==> config.mk <==
export PLATFORM = sky130hd
export DESIGN_NAME = dmem_arbiter
export DESIGN_NICKNAME = d
export VERILOG_FILES = /design/src/rtl/dmem_arbiter.sv
export SDC_FILE = /design/constraint.sdc
export NUM_CORES = 1
export LEC_CHECK = 0
export ABC_AREA = 1
export CAP_MARGIN = 20
export CORE_AREA = 4 4 115 117
export DETAILED_ROUTE_END_ITERATION = 12
export DIE_AREA = 0 0 119 121
export HOLD_SLACK_MARGIN = 0.03
export PLACE_DENSITY = 0.83
export SLEW_MARGIN = 0
export SYNTH_ARGS = -nofsm -noshare
export SYNTH_HDL_FRONTEND = slang
export SYNTH_SLANG_ARGS = --single-unit
==> constraint.sdc <==
create_clock -name clk -period 2.5 [get_ports clk]
set_input_delay 0.25 -clock clk [delete_from_list [all_inputs] [get_ports clk]]
set_output_delay 0.25 -clock clk [all_outputs]
set_load 0.005 [all_outputs]
==> src/rtl/dmem_arbiter.sv <==
// rtl/dmem_arbiter.sv - round-robin two-port arbiter in front of a single-ported data memory
module dmem_arbiter #(
    parameter int ADDR_W = 32,
    parameter int DATA_W = 32
) (
    input  logic              clk,
    input  logic              rst_n,
    input  logic              p0_req_valid,
    output logic              p0_req_ready,
    input  logic              p0_req_we,
    input  logic [ADDR_W-1:0] p0_req_addr,
    input  logic [DATA_W-1:0] p0_req_wdata,
    output logic              p0_rsp_valid,
    input  logic              p0_rsp_ready,
    output logic [DATA_W-1:0] p0_rsp_rdata,
    output logic              p0_rsp_err,
    input  logic              p1_req_valid,
    output logic              p1_req_ready,
    input  logic              p1_req_we,
    input  logic [ADDR_W-1:0] p1_req_addr,
    input  logic [DATA_W-1:0] p1_req_wdata,
    output logic              p1_rsp_valid,
    input  logic              p1_rsp_ready,
    output logic [DATA_W-1:0] p1_rsp_rdata,
    output logic              p1_rsp_err,
    output logic [ADDR_W-1:0] mem_addr,
    output logic [DATA_W-1:0] mem_wdata,
    output logic              mem_read_en,
    output logic              mem_write_en,
    input  logic [DATA_W-1:0] mem_rdata
);

    logic              p0_pend_q, p0_pend_d, p1_pend_q, p1_pend_d;
    logic              p0_err_q, p0_err_d, p1_err_q, p1_err_d;
    logic [DATA_W-1:0] p0_rdata_q, p0_rdata_d, p1_rdata_q, p1_rdata_d;
    logic              last_q, last_d;

    logic              elig0, elig1, gnt0, gnt1, any_gnt, misal;
    logic              sel_we;
    logic [ADDR_W-1:0] sel_addr;
    logic [DATA_W-1:0] sel_wdata, cap_rdata;

    always_comb begin
        // A port may re-request in the same cycle its response drains.
        elig0 = rst_n & p0_req_valid & (~p0_pend_q | p0_rsp_ready);
        elig1 = rst_n & p1_req_valid & (~p1_pend_q | p1_rsp_ready);
        gnt0  = elig0 & (~elig1 | last_q);
        gnt1  = elig1 & (~elig0 | ~last_q);
        any_gnt = gnt0 | gnt1;

        sel_we    = gnt1 ? p1_req_we    : p0_req_we;
        sel_addr  = gnt1 ? p1_req_addr  : p0_req_addr;
        sel_wdata = gnt1 ? p1_req_wdata : p0_req_wdata;
        misal     = |sel_addr[1:0];

        mem_addr     = any_gnt ? sel_addr  : '0;
        mem_wdata    = any_gnt ? sel_wdata : '0;
        mem_read_en  = any_gnt & ~misal & ~sel_we;
        mem_write_en = any_gnt & ~misal & sel_we;
        cap_rdata    = mem_read_en ? mem_rdata : '0;

        p0_req_ready = gnt0;
        p1_req_ready = gnt1;

        p0_pend_d  = p0_pend_q & ~p0_rsp_ready;
        p0_rdata_d = p0_rdata_q;
        p0_err_d   = p0_err_q;
        if (gnt0) begin
            p0_pend_d  = 1'b1;
            p0_rdata_d = cap_rdata;
            p0_err_d   = misal;
        end

        p1_pend_d  = p1_pend_q & ~p1_rsp_ready;
        p1_rdata_d = p1_rdata_q;
        p1_err_d   = p1_err_q;
        if (gnt1) begin
            p1_pend_d  = 1'b1;
            p1_rdata_d = cap_rdata;
            p1_err_d   = misal;
        end

        last_d = gnt1 ? 1'b1 : (gnt0 ? 1'b0 : last_q);
    end

    always_ff @(posedge clk) begin
        if (!rst_n) begin
            p0_pend_q  <= 1'b0;
            p1_pend_q  <= 1'b0;
            p0_err_q   <= 1'b0;
            p1_err_q   <= 1'b0;
            p0_rdata_q <= '0;
            p1_rdata_q <= '0;
            last_q     <= 1'b1;
        end else begin
            p0_pend_q  <= p0_pend_d;
            p1_pend_q  <= p1_pend_d;
            p0_err_q   <= p0_err_d;
            p1_err_q   <= p1_err_d;
            p0_rdata_q <= p0_rdata_d;
            p1_rdata_q <= p1_rdata_d;
            last_q     <= last_d;
        end
    end

    assign p0_rsp_valid = p0_pend_q;
    assign p0_rsp_rdata = p0_rdata_q;
    assign p0_rsp_err   = p0_err_q;
    assign p1_rsp_valid = p1_pend_q;
    assign p1_rsp_rdata = p1_rdata_q;
    assign p1_rsp_err   = p1_err_q;

endmodule

* Word-level counts from Yosys, hierarchy flattened
Cells that the tools add are included.
W data, S select, Z words.
** Word-level totals
- Register bits after elaboration :: 69
- Input bits :: 168
- Word-level logic and storage cells :: 43
** Operators by class
- Mux-type cells :: 8
- Bitwise gates (word level) :: 26
- Reduce and logical (&&, ||, !) cells :: 2
** Operators with widths (number)
- $mux W32 :: 5
- $and A1 B1 Y1 :: 11
- $not A1 Y1 :: 10
- $or A1 B1 Y1 :: 5
- $reduce_or A2 Y1 :: 2
- $mux W1 :: 3

* Depth between registers and ports, before layout
- Depth in word-level cells :: 12
- Gate-level depth with buffers :: 11
- Mapped depth without buffers :: 10

* Least setup slack after synthesis
No wires, ideal clock.
- Path kind :: register to output
- Start point :: register p1_pend_q, in the netlist p1_rsp_valid
- End point :: output mem_addr[19]
- Data arrival time :: 1.316 ns
- Path slack :: 0.934 ns
- Cell stages (with the launch flop) :: 7
- Buffers on the path :: 2
- Cells stage by stage :: dfxtp_1 > a21oi_4 > nand2_4 > inv_2 > buf_4 > clkbuf_1 > a22o_1
** Between the ends
- Cells in the longest elaborated chain, start to end :: 8
- Elaborated cells between the ends (all ways) :: 10
** RTL lines
- start: declaration :: RTL line 33 : logic p0_pend_q, p0_pend_d, p1_pend_q, p1_pend_d;
- start signal: assignment :: RTL line 97 : p1_pend_q <= p1_pend_d;
- $not A1 Y1 * :: RTL line 46 : elig1 = rst_n & p1_req_valid & (~p1_pend_q | p1_rsp_ready);
- $or A1 B1 Y1 * :: RTL line 46
- $and A1 B1 Y1 * :: RTL line 46
- $not A1 Y1 :: RTL line 47 : gnt0 = elig0 & (~elig1 | last_q);
- $or A1 B1 Y1 :: RTL line 47
- $and A1 B1 Y1 :: RTL line 47
- $or A1 B1 Y1 :: RTL line 49 : any_gnt = gnt0 | gnt1;
- $mux W32 * :: RTL line 56 : mem_addr = any_gnt ? sel_addr : '0;
- end: declaration :: RTL line 26 : output logic [ADDR_W-1:0] mem_addr,
Mark *: on every way between the ends. The rest lies on a longest branch, timed or not.

* Final worst setup path
- Start point :: input p0_rsp_ready
- End point :: output mem_addr[4]
** Between the ends
- Cells in the longest elaborated chain, start to end :: 7
- Elaborated cells between the ends (all ways) :: 9
** RTL lines
- start: declaration :: RTL line 14 : input logic p0_rsp_ready,
- $or A1 B1 Y1 * :: RTL line 45 : elig0 = rst_n & p0_req_valid & (~p0_pend_q | p0_rsp_ready);
- $and A1 B1 Y1 * :: RTL line 45
- $not A1 Y1 :: RTL line 48 : gnt1 = elig1 & (~elig0 | ~last_q);
- $or A1 B1 Y1 :: RTL line 48
- $and A1 B1 Y1 :: RTL line 48
- $mux W32 or $or A1 B1 Y1 (tied branches) :: RTL line 52, 49
- $mux W32 * :: RTL line 56
Marks and branches as above.

==> key figures <==
Layout
  – Total area of multi-input combinational cells: around 1800 µm²
  – Reg area: approximately 1400 µm²
  – Nets@finish: around 840
  – Fraction of layout cells with a size suffix above 1: between 10% and 20%
  – Final non-filler cell area: between 6000 and 7000 µm²
  – Layout-stage area growth over the synthesis result: 104%
  – Filler cell count in the final layout: about 1100
  – Final core utilization: 56.5%

GRT
  – Remaining global-route overflow: 0
  – Number of global-route vias before repair: ~4400
  – Initial antenna violation count: 3
  – Largest net degree at the start of global routing: 67
  – First-pass GRT wire length: about 25000 µm
  – Total routing usage reported by global routing: about 22%

Synth
  – Number of different library cells in the post-synthesis netlist: 28
  – Avg Cell Area, Syn: around 9 µm²
  – Syn Nets: about 540
  – Number of register bits inferred by synthesis: 69
  – Total of warnings raised by yosys: 0
  – Part of the Yosys area used for sequential elements: approximately 40%
  – Post-Syn Area: about 3400 µm²
  – Instance count of the mapped netlist: around 380

Worst setup path
  – Data arrival at the endpoint of the critical path: 2.18 ns
  – Worst-path fanout max: 7
  – Cell-by-cell listing of the critical path: clkdlybuf4s50_1 -> inv_1 -> nand2_1 -> nand3_2 -> nand2_4 -> nand2_2 -> clkinv_4 -> buf_4 -> a22o_1 -> clkdlybuf4s50_1
  – Nature of the critical path endpoint: output pin
  – Required time reported for the critical path endpoint: 2.25 ns
  – Most common cell on crit path: clkdlybuf4s50_1
  – Cells on worst reg2reg path: 9
  – Launching element type of the critical path: input pin
  – Max incr delay on CP: approximately 0.54 ns
  – Type of the setup path with the least slack: in -> out
  – Critical path's slowest cell: clkdlybuf4s50_1

Power
  – Total power per unit cell area: about 500 nW/µm²
  – Leakage dissipation: roughly 2.8 nW
  – Maximum VDD drop: between 0.4 and 0.5 mV
  – Final Total Pwr: between 3 and 4 mW

Hold path
  – Tightest Hold Check Type: in -> reg
  – Hold Path Cell Cnt: 3

Die
  – Boundary Pins: about 300
  – Initial cell density of the core: between 20% and 30%
  – Die outline height: roughly 120 µm
  – Num rows: 41
  – Area of the core: around 12000 µm²
  – Die width: roughly 120 µm
  – Total die area: roughly 14000 µm²

Timing
  – Final setup margin: 0.0713 ns
  – Final setup violating endpoints: 0
  – Slew headroom: between 60% and 70%
  – Final period utilization: between 90% and 100%
  – Worst setup skew after layout: around 0.0051 ns
  – Total count of hold-check failures in the final report: 0
  – Clock period minus worst slack: ~2.4 ns
  – Transition at the pin with the smallest max-transition slack: between 0.5 and 0.6 ns
  – Pins over their slew limit: 0
  – Max Fclk: around 0.41 GHz

Placement
  – IO Port Bufs: about 300
  – Placer Congestion: ~0.96
  – Post-placement cell area: 6600 µm²
  – Pre-CTS worst setup slack: -0.00469 ns
  – Placed wire-length estimate: 13600 µm

Routing
  – WL final: between 15000 and 20000 µm
  – Routed wire length per instance: roughly 20 µm
  – Number of search-and-repair iterations in the first detailed-routing pass: 4
  – Vias per cell: 5.14
  – DR iter-0 viols: 201
  – # DRC: 0
  – Number of nets still failing antenna checks after routing: 0
  – Total via count in the routed design: approximately 4400

CTS
  – Maximum buffer depth of the clock tree: 2
  – CTS Root Buffer Type: clkbuf_16
  – Clock transition at path regs: 0.06 ns
  – Number of sinks handled by clock tree synthesis: 69
  – Quantity of hold-fixing buffers added after cts: 0
  – Clock tree from TritonCTS: done
  – Clk Latency, worst-skew pair: approximately 0.33 ns
  – Number of clock buffers inserted by TritonCTS: 9
  – H-tree depth: 3

Job
  – Count of max-cap constraint violations: 0

Run status
  – Result of the run: finished clean
-- path summary, 6_finish.rpt --
check               start              end  slack, ns
min reg2reg    p0_rsp_err       p0_rsp_err       0.53
max reg2reg  p1_rsp_valid  p0_rsp_rdata[3]       0.47
min                 rst_n     p1_rsp_valid       0.24
max          p0_rsp_ready      mem_addr[4]       0.07
-- sequential cells by signal, summed over array words and instances (netlist names) --
register      count
last_q            1
p0_rsp_err        1
p0_rsp_rdata     32
p0_rsp_valid      1
p1_rsp_err        1
p1_rsp_rdata     32
p1_rsp_valid      1
-- synth_stat cells, drive strengths merged --
cell / count / share of area, %
nand3: 3 / 0.58
dfxtp: 69 / 40
and3: 1 / 0.18
a22o: 62 / 16
nor4: 1 / 0.18
nand4: 32 / 11
inv: 8 / 0.88
buf: 27 / 5.3
clkbuf: 17 / 1.9
clkinv: 1 / 0.11
o21ai: 67 / 10
nand2: 13 / 2.4
nor2: 2 / 0.69
a21oi: 71 / 11
o211ai: 1 / 0.22
-- metrics by stage --
stage | hold WS (ns) | TNS (ns) | cells
2_1_floorplan | 0.417 | 0 | 375
3_3_place_gp | 0.482 | 0 | 825
3_5_place_dp | 0.499 | -0.00812 | 825
4_1_cts | 0.227 | -0.00783 | 840
5_1_grt | 0.248 | -0.0426 | 848
6_report | 0.245 | 0 | 848
-- timing repair --
item                                   in CTS  in global routing
endpoints found under the hold margin       0                  0
buffers inserted                            0                  3
resized for setup                           0                 12
pin swaps                                   0                  2
cloned                                      0                  2
setup endpoints to repair                   2                 60
-- critical path, delay by kind of cell --
family / cells / cell delay (ns)
AOI/OAI and AO/OA: 1 / 0.16
and+or+nand+nor: 4 / 0.45
buffers and inverters: 5 / 1.30
-- per-layer routing --
| metal | GRT usage [%] | wire length (µm) | vias up |
|---|---|---|---|
| li1 | - | - | 2015 |
| met1 | 22.3 | 6090 | 2075 |
| met2 | 41.4 | 9340 | 222 |
| met3 | 6.25 | 1160 | 46 |
| met4 | 12.3 | 832 | 0 |
| met5 | 0 | 0 | - |
-- cell type report --
type                       count  area share [%]
antenna                        3           0.107
clock buffer                  11            3.62
clock inverter                 4           0.340
inverter                       9           0.591
multi-input combinational    253            25.5
sequential                    69            19.8
tap                          172            3.08
timing repair buffer         327            47.0
-- cells in the final DEF, fill, tap and decap left out, drive strengths merged --
| cell | count |
|---|---|
| buf | 23 |
| a21oi | 71 |
| nor4 | 1 |
| diode | 3 |
| dlymetal6s2s | 6 |
| clkbuf | 13 |
| o21ai | 67 |
| inv | 7 |
| o211ai | 1 |
| clkdlybuf4s50 | 296 |
| and3 | 1 |
| dfxtp | 69 |
| nand2 | 13 |
| a22o | 62 |
| clkinv | 6 |
| nor2 | 2 |
| nand3 | 3 |
| nand4 | 32 |
-- report_power, final --
| group | switching [mW] | internal [mW] | total, mW |
|---|---|---|---|
| sequential | 0.0400 | 1.18 | 1.22 |
| clock | 0.450 | 0.715 | 1.16 |
| combinational | 0.404 | 0.623 | 1.03 |
-- cell families (layout without fill, tap and decap cells) --
kind of cell	Yosys count	count (layout)	share of synthesized area (%)
buffers and inverters	53	351	8.10
other	0	3	0
AND/OR/NAND/NOR	52	52	14.8
flip-flops	69	69	40.3
AO/OA/AOI/OAI	201	201	36.8
Note: power is estimated with default switching activity, not from simulation.
